### src/rtl/fetch_pkg.sv
`default_nettype none
// ============================================================================
// Module      : fetch_pkg
// Description : Shared constants and state type for the instruction fetch stage.
// Revision    : 1.0 - initial release
// ============================================================================
package fetch_pkg;

  localparam logic [31:0] C_START_ADDR = 32'h0100_0000;
  localparam int unsigned C_MEM_SIZE   = 1048576;
  localparam logic [31:0] C_NOP_INSN   = 32'h0000_0013;
  localparam logic [31:0] C_ZERO_INSN  = 32'h0000_0000;

  typedef enum logic [1:0] {
    S_IDLE  = 2'd0,
    S_RUN   = 2'd1,
    S_DONE  = 2'd2,
    S_FAULT = 2'd3
  } fetch_state_t;

endpackage : fetch_pkg
`default_nettype wire

### src/rtl/fetch_pc_reg.sv
`default_nettype none
// ============================================================================
// Module      : fetch_pc_reg
// Description : Program counter register, next-PC selection and legality check.
//               FETCH_MISALIGN_EN: misaligned PCs are illegal instead of masked.
// Revision    : 1.0 - initial release
// ============================================================================
module fetch_pc_reg
  import fetch_pkg::*;
#(
  parameter logic [31:0] START_ADDR = C_START_ADDR,
  parameter int unsigned MEM_SIZE   = C_MEM_SIZE
) (
  input  logic        clk,
  input  logic        rst_n,
  input  logic        redirect,
  input  logic [31:0] redirect_pc,
  input  logic        advance,
  output logic [31:0] pc,
  output logic        pc_legal
);

  localparam logic [31:0] C_PC_LAST = START_ADDR + 32'(MEM_SIZE) - 32'd4;

  logic [31:0] r_pc;
  logic [31:0] w_target;
  logic [31:0] w_pc_next;
  logic        w_aligned;

`ifdef FETCH_MISALIGN_EN
  assign w_target  = redirect_pc;
  assign w_aligned = (r_pc[1:0] == 2'b00);
`else
  // Target is word-aligned on load, so the PC can never become misaligned.
  assign w_target  = redirect_pc & ~32'h0000_0003;
  assign w_aligned = 1'b1;
`endif

  always_comb begin
    w_pc_next = r_pc;
    if (redirect)
      w_pc_next = w_target;
    else if (advance)
      w_pc_next = r_pc + 32'd4;
  end

  always_ff @(posedge clk or negedge rst_n) begin
    if (!rst_n)
      r_pc <= START_ADDR;
    else
      r_pc <= w_pc_next;
  end

  assign pc       = r_pc;
  assign pc_legal = (r_pc >= START_ADDR) && (r_pc <= C_PC_LAST) && w_aligned;

endmodule : fetch_pc_reg
`default_nettype wire

### src/rtl/fetch_unit.sv
`default_nettype none
// ============================================================================
// Module      : fetch_unit
// Description : Instruction fetch stage: FSM, instruction output register and
//               decode handshake. Optional macro: FETCH_MISALIGN_EN.
// Revision    : 1.0 - initial release
// ============================================================================
module fetch_unit
  import fetch_pkg::*;
#(
  parameter logic [31:0] START_ADDR = C_START_ADDR,
  parameter int unsigned MEM_SIZE   = C_MEM_SIZE
) (
  input  logic        clk,
  input  logic        rst_n,
  output logic [31:0] imem_addr,
  output logic        imem_wen,
  input  logic [31:0] imem_rdata,
  input  logic        redirect_valid,
  input  logic [31:0] redirect_pc,
  output logic        if_valid,
  input  logic        if_ready,
  output logic [31:0] if_insn,
  output logic [31:0] if_pc,
  output logic        done,
  output logic        fault
);

  fetch_state_t r_state;
  logic         r_if_valid;
  logic [31:0]  r_if_insn;
  logic [31:0]  r_if_pc;
  logic         r_done;
  logic         r_fault;

  logic [31:0]  w_pc;
  logic         w_pc_legal;
  logic         w_slot_free;
  logic         w_redirect;
  logic         w_fetch;

  assign w_slot_free = !r_if_valid || if_ready;
  assign w_redirect  = redirect_valid && (r_state != S_IDLE);
  assign w_fetch     = (r_state == S_RUN) && !w_redirect && w_pc_legal &&
                       w_slot_free && (imem_rdata != C_ZERO_INSN);

  fetch_pc_reg #(
    .START_ADDR (START_ADDR),
    .MEM_SIZE   (MEM_SIZE)
  ) u_pc_reg (
    .clk         (clk),
    .rst_n       (rst_n),
    .redirect    (w_redirect),
    .redirect_pc (redirect_pc),
    .advance     (w_fetch),
    .pc          (w_pc),
    .pc_legal    (w_pc_legal)
  );

  always_ff @(posedge clk or negedge rst_n) begin
    if (!rst_n) begin
      r_state    <= S_IDLE;
      r_if_valid <= 1'b0;
      r_if_insn  <= 32'd0;
      r_if_pc    <= 32'd0;
      r_done     <= 1'b0;
      r_fault    <= 1'b0;
    end else if (w_redirect) begin
      // Flush wins even over a same-cycle handshake; decode still took that one.
      r_state    <= S_RUN;
      r_if_valid <= 1'b0;
      r_done     <= 1'b0;
      r_fault    <= 1'b0;
    end else begin
      case (r_state)
        S_IDLE: r_state <= S_RUN;
        S_RUN: begin
          if (!w_pc_legal) begin
            if (w_slot_free) r_if_valid <= 1'b0;
            r_fault <= 1'b1;
            r_state <= S_FAULT;
          end else if (w_slot_free) begin
            if (imem_rdata != C_ZERO_INSN) begin
              r_if_insn  <= imem_rdata;
              r_if_pc    <= w_pc;
              r_if_valid <= 1'b1;
            end else begin
              r_if_valid <= 1'b0;
              r_done     <= 1'b1;
              r_state    <= S_DONE;
            end
          end
        end
        S_DONE, S_FAULT: begin
          if (if_ready) r_if_valid <= 1'b0;
        end
      endcase
    end
  end

  assign imem_addr = w_pc;
  assign imem_wen  = 1'b0;
  assign if_valid  = r_if_valid;
  assign if_insn   = r_if_insn;
  assign if_pc     = r_if_pc;
  assign done      = r_done;
  assign fault     = r_fault;

endmodule : fetch_unit
`default_nettype wire

### config.mk
export PLATFORM = sky130hd
export DESIGN_NAME = fetch_unit
export DESIGN_NICKNAME = d
export VERILOG_FILES = /design/src/rtl/fetch_pkg.sv /design/src/rtl/fetch_pc_reg.sv /design/src/rtl/fetch_unit.sv
export SDC_FILE = /design/constraint.sdc
export NUM_CORES = 1
export LEC_CHECK = 0
export ABC_AREA = 1
export CORE_UTILIZATION = 46
export DETAILED_ROUTE_END_ITERATION = 6
export PLACE_DENSITY = 0.79
export SYNTH_ARGS = -nofsm -noshare
export SYNTH_HDL_FRONTEND = slang
export SYNTH_SLANG_ARGS = --single-unit
### constraint.sdc
create_clock -name clk -period 2.1 [get_ports clk]
set_input_delay 0.525 -clock clk [delete_from_list [all_inputs] [get_ports clk]]
set_output_delay 0.525 -clock clk [all_outputs]
set_load 0.02 [all_outputs]
==> run metrics, run 1 <==
status completed; CP max stage delay 0.65 ns; Final Total Pwr 6.04 mW; Fin Hold WS 0.115 ns; Switching Power 2.38 mW; kind of critical path reg -> out; drt drc 0; Pins Over Slew Limit 0; Finish-stage setup viols 0; R2R depth 10; post-layout net count 888; largest net degree at the start of global routing 42; Leak Pwr 3.58 nW; share of the synthesized area in the top cell type 48.5%; Post-Syn Instances 639; commonest non-fill, non-tap cells in the layout 233 x nand2_1, 156 x clkdlybuf4s50_1, 96 x dfrtp_1, 88 x nand3_1, 72 x inv_1; top achievable clock speed 489 MHz; largest area contributor in the netlist dfrtp_1; clk_skew 0.0125 ns; boundary pin count 168; type of the worst min-delay path in -> async; Via Count 4,769; crit share post-route 97.4%; commonest non-fill, non-tap cell in the layout nand2_1; worst path required time 1.57 ns; vias per cell 4.97; Post-Syn Area per Cell 7.75 um2; worst slew pin tran 0.521 ns; initial antenna violation count 0; Logic pwr share 39.2%; Final Cell Area 7070 um2; Max-Cap Viols 0; RSZ-0062 raised after global routing false; CTS clk-pin slew, worst paths 0.10 ns; Yosys reg bits 97; # port buffers 160; post-route ant nets 0; clock latency on the worst-skew pair 0.37 ns; die area 11,200 um2; total grt overflow 0; initial DRC count 294; Pint 3.66 mW; Initial Util 47.8%; final hold violations 0; CP endpoint kind primary output; root buf cell clkbuf_8; CTS sink cnt 97; Inserted Clock Buffers 9; Slew headroom 65.3%; clock network power share 19.2%; CP Launch Point u_pc_reg.pc[13]$_DFFE_PN0P_; Total GRT Usage 24.2%; crit path DAT 1.52 ns; wire per inst 13.6 um; CTS tree yes; Flop pwr share 41.5%; post-synthesis cell type count 35; vias in the first global route 4,563; Sw Ratio 39.4%; Finished Core Util 68.1%; CP Cell Sequence clkdlybuf4s50_1; ranking of synthesized cells by area dfrtp_1 49%, nand2_1 18%, nand3_1 8.9%, inv_1 5.5%, nor2_1 2.9%; GPL Wtd Cong 0.919; die width 106 um; crit start category flip-flop; crit-path leading delay family buffers and inverters; FF-to-FF Start u_pc_reg.pc[2]$_DFFE_PN0P_; hpwl dp 9780 um; synthesized area 4950 um2; DRT Wirelength 13,100 um; Max Fanout on Critical Path 6; share of layout cells above drive strength 1 9.84%; first-pass GRT wire length 21,500 um; Ys Warns 0; DRT Pass-1 Iters 5; CP bufs+invs 1; fin crit period 2.05 ns; die height 106 um; Antenna Cells 0; PwrDens 855 nW/um2; Post-CTS Hold Buffers 0; Max VDD drop 535 uV; std cell rows 37; Area after DPL 6870 um2; Max stage delay cell, worst path clkdlybuf4s50_1; r2r endpoint u_pc_reg.pc[20]$_DFFE_PN0P_; Worst R2R Setup Slack 0.26 ns; core area 10,400 um2; H-tree depth 3; P&R area growth vs syn 42.7%; sequential area share after synthesis 49.0%; worst-case clock buffer depth 2
per-layer routing:
metal	up-vias	routed length, um	global-route usage (%)
li1	2335	-	-
met1	2226	5700	31.9
met2	193	6320	40.1
met3	15	915	5.57
met4	0	133	6.35
met5	-	0	0
synthesized netlist by cell type:
| master | instances |
|---|---|
| dfrtp_1 | 96 |
| inv_1 | 72 |
| nor2_2 | 11 |
| nand3_1 | 88 |
| nand3_2 | 1 |
| xnor2_1 | 1 |
| inv_2 | 5 |
| nand2_8 | 1 |
| conb_1 | 1 |
| nor2_8 | 2 |
| o211ai_1 | 1 |
| nor2_1 | 38 |
| nor2_4 | 5 |
| a22o_1 | 1 |
| o21ai_4 | 1 |
| o21ai_1 | 5 |
| buf_1 | 2 |
| clkbuf_1 | 4 |
| a21oi_4 | 1 |
| o21bai_1 | 1 |
| xor2_1 | 3 |
| nand2_1 | 233 |
| buf_2 | 6 |
| nor4_1 | 1 |
| o31ai_1 | 1 |
| a21oi_1 | 1 |
| o21ai_0 | 22 |
| nand3b_1 | 1 |
| ha_1 | 2 |
| and2_1 | 2 |
| dfstp_2 | 1 |
| nand4_1 | 9 |
| nand2_2 | 1 |
| buf_6 | 8 |
| buf_4 | 11 |
layout make-up:
type,count,area (um2)
clock buffer,9,124
clock inverter,7,62.6
fill,857,3300
inverter,77,292
multi-input combinational,438,2020
sequential,97,2430
tap,136,170
timing repair buffer,195,1970
metrics by stage:
| step | cells | setup TNS [ns] | setup slack [ns] |
|---|---|---|---|
| CTS | 959 | 0 | 0.0297 |
| global route | 959 | 0 | 0.00453 |
| finish | 959 | 0 | 0.0538 |
| global placement | 943 | -14.54 | -0.235 |
| floorplan | 643 | 0 | 0.381 |
| detailed placement | 943 | -17.32 | -0.289 |
flip-flops by register name (all words and copies together), names as in the netlist:
register / count
done: 1
fault: 1
if_insn: 32
if_pc: 30
if_valid: 1
r_state: 2
u_pc_reg.pc: 30
repair_timing:
action	4_1_cts	5_1_grt
gates resized for setup	1	4
endpoints found under the setup margin	1	3
buffers inserted	0	0
power groups by stage:
stage / logic (mW) / clock network, mW / registers (mW)
after floorplan: 0.947 / 0 / 2.82
after global placement: 2.32 / 0 / 2.53
after detailed placement: 2.37 / 0 / 2.54
after CTS: 2.38 / 1.21 / 2.51
after global routing: 2.59 / 1.26 / 2.56
final: 2.37 / 1.16 / 2.51
cells by family after synthesis:
logic type               Yosys count  share of synthesized area (%)
flip-flops                        97                           49.0
AND/OR/NAND/NOR                  393                           35.2
other                              1                         0.0757
buffers and inverters            108                           10.4
XOR/XNOR                           4                          0.708
AO/OA/AOI/OAI                     34                           4.12
adder cells (fa/ha/maj)            2                          0.505
worst max path at each step:
stage / endpoint / depth (start not counted)
floorplan: u_pc_reg.pc[14]$_DFFE_PN0P_ / 10
detailed placement: if_pc[31]$_DFFE_PN0P_ / 11
CTS: imem_addr[13] / 1
finish: imem_addr[13] / 1
global route: imem_addr[12] / 1
global placement: if_pc[31]$_DFFE_PN0P_ / 11
Note: power is estimated with default switching activity, not from simulation.
==> run 2, diff against run 1 <==
--- a/config.mk
+++ b/config.mk
@@ -8,7 +8,9 @@
 export ABC_AREA = 1
 export CORE_UTILIZATION = 46
 export DETAILED_ROUTE_END_ITERATION = 6
+export HOLD_SLACK_MARGIN = 0.1
 export PLACE_DENSITY = 0.79
+export SLEW_MARGIN = 5
 export SYNTH_ARGS = -nofsm -noshare
 export SYNTH_HDL_FRONTEND = slang
 export SYNTH_SLANG_ARGS = --single-unit
==> results of run 2 <==
Same layout as run 1: the final DEF is identical, and so are final timing and power.
==> run 3, diff against run 2 <==
--- a/config.mk
+++ b/config.mk
@@ -6,10 +6,12 @@
 export NUM_CORES = 1
 export LEC_CHECK = 0
 export ABC_AREA = 1
-export CORE_UTILIZATION = 46
+export CORE_UTILIZATION = 55
+export CTS_BUF_LIST = sky130_fd_sc_hd__clkbuf_16
 export DETAILED_ROUTE_END_ITERATION = 6
+export DONT_BUFFER_PORTS = 1
 export HOLD_SLACK_MARGIN = 0.1
-export PLACE_DENSITY = 0.79
+export PLACE_DENSITY = 0.68
 export SLEW_MARGIN = 5
 export SYNTH_ARGS = -nofsm -noshare
 export SYNTH_HDL_FRONTEND = slang
==> run 3 against run 2 <==
Against the previous run:
- the flow now finishes with violations (hold timing)
- first-iteration DRC count fell by 39%
- critical path depth rose by 6
- maximum frequency rose by 8.6%
- via count down 16%
- routed wire length decreased by 13%
- clock-buffer cell count stayed put
- utilization decreased by 6.2 points
- design area is 24% lower
- total power shrank 1.5%
- hold slack worse by 0.24 ns
- setup slack better by 0.16 ns
- critical path type is now reg -> reg
- largest cell class unchanged
==> run metrics, run 3 (synthesis gave the netlist of run 1 again) <==
initial DRC count 179; worst path required time 2.33 ns; total grt overflow 0; Inserted Clock Buffers 9; share of layout cells above drive strength 1 10.4%; # port buffers 0; fin crit period 1.88 ns; CTS clk-pin slew, worst paths 0.07 ns; final hold violations 96; post-layout net count 716; R2R depth 7; crit path DAT 2.11 ns; DRT Wirelength 11,400 um; crit start category flip-flop; CP endpoint kind flip-flop; CTS tree yes; Post-CTS Setup Inserts 0; drt drc 0; Initial Util 56.8%; top achievable clock speed 531 MHz; Max-Cap Viols 0; kind of critical path reg -> reg; Antenna Cells 0; crit share post-route 89.8%; hpwl dp 8130 um; PwrDens 1100 nW/um2; Total GRT Usage 24.8%; root buf cell clkbuf_16; final std cells w/o fill 759; boundary pin count 168; Fin Setup TNS 0 ns; die width 96.9 um; FF-to-FF Start u_pc_reg.pc[29]$_DFFE_PN0P_; Final WS setup 0.215 ns; RSZ-0062 raised after global routing false; die area 9390 um2; DRT Pass-1 Iters 4; type of the worst min-delay path in -> async; commonest non-fill, non-tap cells in the layout 233 x nand2_1, 96 x dfrtp_1, 88 x nand3_1, 72 x inv_1, 38 x nor2_1; Max VDD drop 596 uV; filler cell count 777; clock latency on the worst-skew pair 0.34 ns; status complete, but fails checks; CTS sink cnt 97; Logic pwr share 25.7%; std cell rows 34; Finish-stage setup viols 0; Leak Pwr 2.92 nW; Sw Ratio 38.9%; wire per inst 15.0 um; Pint 3.64 mW; post-route ant nets 0; Final Total Pwr 5.95 mW; Switching Power 2.31 mW; CP Launch Point u_pc_reg.pc[29]$_DFFE_PN0P_; failing checks hold timing; vias per cell 5.28; Finished Core Util 61.9%; Flop pwr share 45.4%; Pins Over Slew Limit 0; Via Count 4,008; Fin Hold WS -0.126 ns; pre-CTS WS 0.200 ns; H-tree depth 3; Area after DPL 5090 um2; commonest non-fill, non-tap cell in the layout nand2_1; Final Cell Area 5400 um2; initial antenna violation count 0; vias in the first global route 3,836; GPL Wtd Cong 0.841; first-pass GRT wire length 18,900 um; clk_skew 0.00973 ns; placed instance count 743; largest net degree at the start of global routing 98; worst-case clock buffer depth 2; P&R area growth vs syn 9.07%; Max Fanout on Critical Path 31; core area 8720 um2; die height 96.9 um; max reg flops 32; clock network power share 28.9%
[run 3: area by class of cell]
type	instances	area, um2	area share [%]
Clock buffer	9	225	4.17
Clock inverter	7	85.1	1.58
Inverter	77	289	5.35
Multi-Input combinational cell	438	2020	37.5
Sequential cell	97	2430	45.0
Tap cell	108	135	2.50
Timing Repair Buffer	23	214	3.96
[run 3: repair_timing]
item / in CTS / in global routing
gates resized for setup: 0 / 1
endpoints found under the hold margin: 97 / 97
endpoints found under the setup margin: 0 / 3
[run 3: worst paths after layout]
check,to,slack [ns]
setup / recovery,if_insn[20]$_DFFE_PN0P_,0.22
hold / removal,if_insn[19]$_DFFE_PN0P_,-0.13
setup reg to reg,if_insn[20]$_DFFE_PN0P_,0.22
hold reg to reg,if_pc[7]$_DFFE_PN0P_,0.59
max in group asynchronous,u_pc_reg.pc[24]$_DFFE_PN1P_,2.01
min in group clk,u_pc_reg.pc[31]$_DFFE_PN0P_,0.30
[run 3: power groups by stage]
stage | Clock, mW | Sequential [mW] | Combinational, mW
after floorplan | 0 | 2.82 | 0.947
after global placement | 0 | 2.73 | 1.49
after detailed placement | 0 | 2.74 | 1.53
after CTS | 1.75 | 2.70 | 1.54
after global routing | 1.80 | 2.75 | 1.72
final | 1.72 | 2.70 | 1.53
[run 3: critical path, stage by stage (launching register included)]
cell and delay [ns]:
dfrtp_1 0.48, nor4_1 0.34, nand3_1 0.27, nor2_8 0.21, nand2_8 0.14, buf_12 0.20
nand2_1 0.06, nand2_1 0.05
[run 3: layer usage]
metal | GRT usage [%] | part of all wire (%) | up-vias
li1 | - | - | 1990
met1 | 31.7 | 43 | 1864
met5 | 0 | 0 | -
met3 | 8.67 | 9.0 | 10
met4 | 5.97 | 0.77 | 0
met2 | 40.6 | 47 | 144
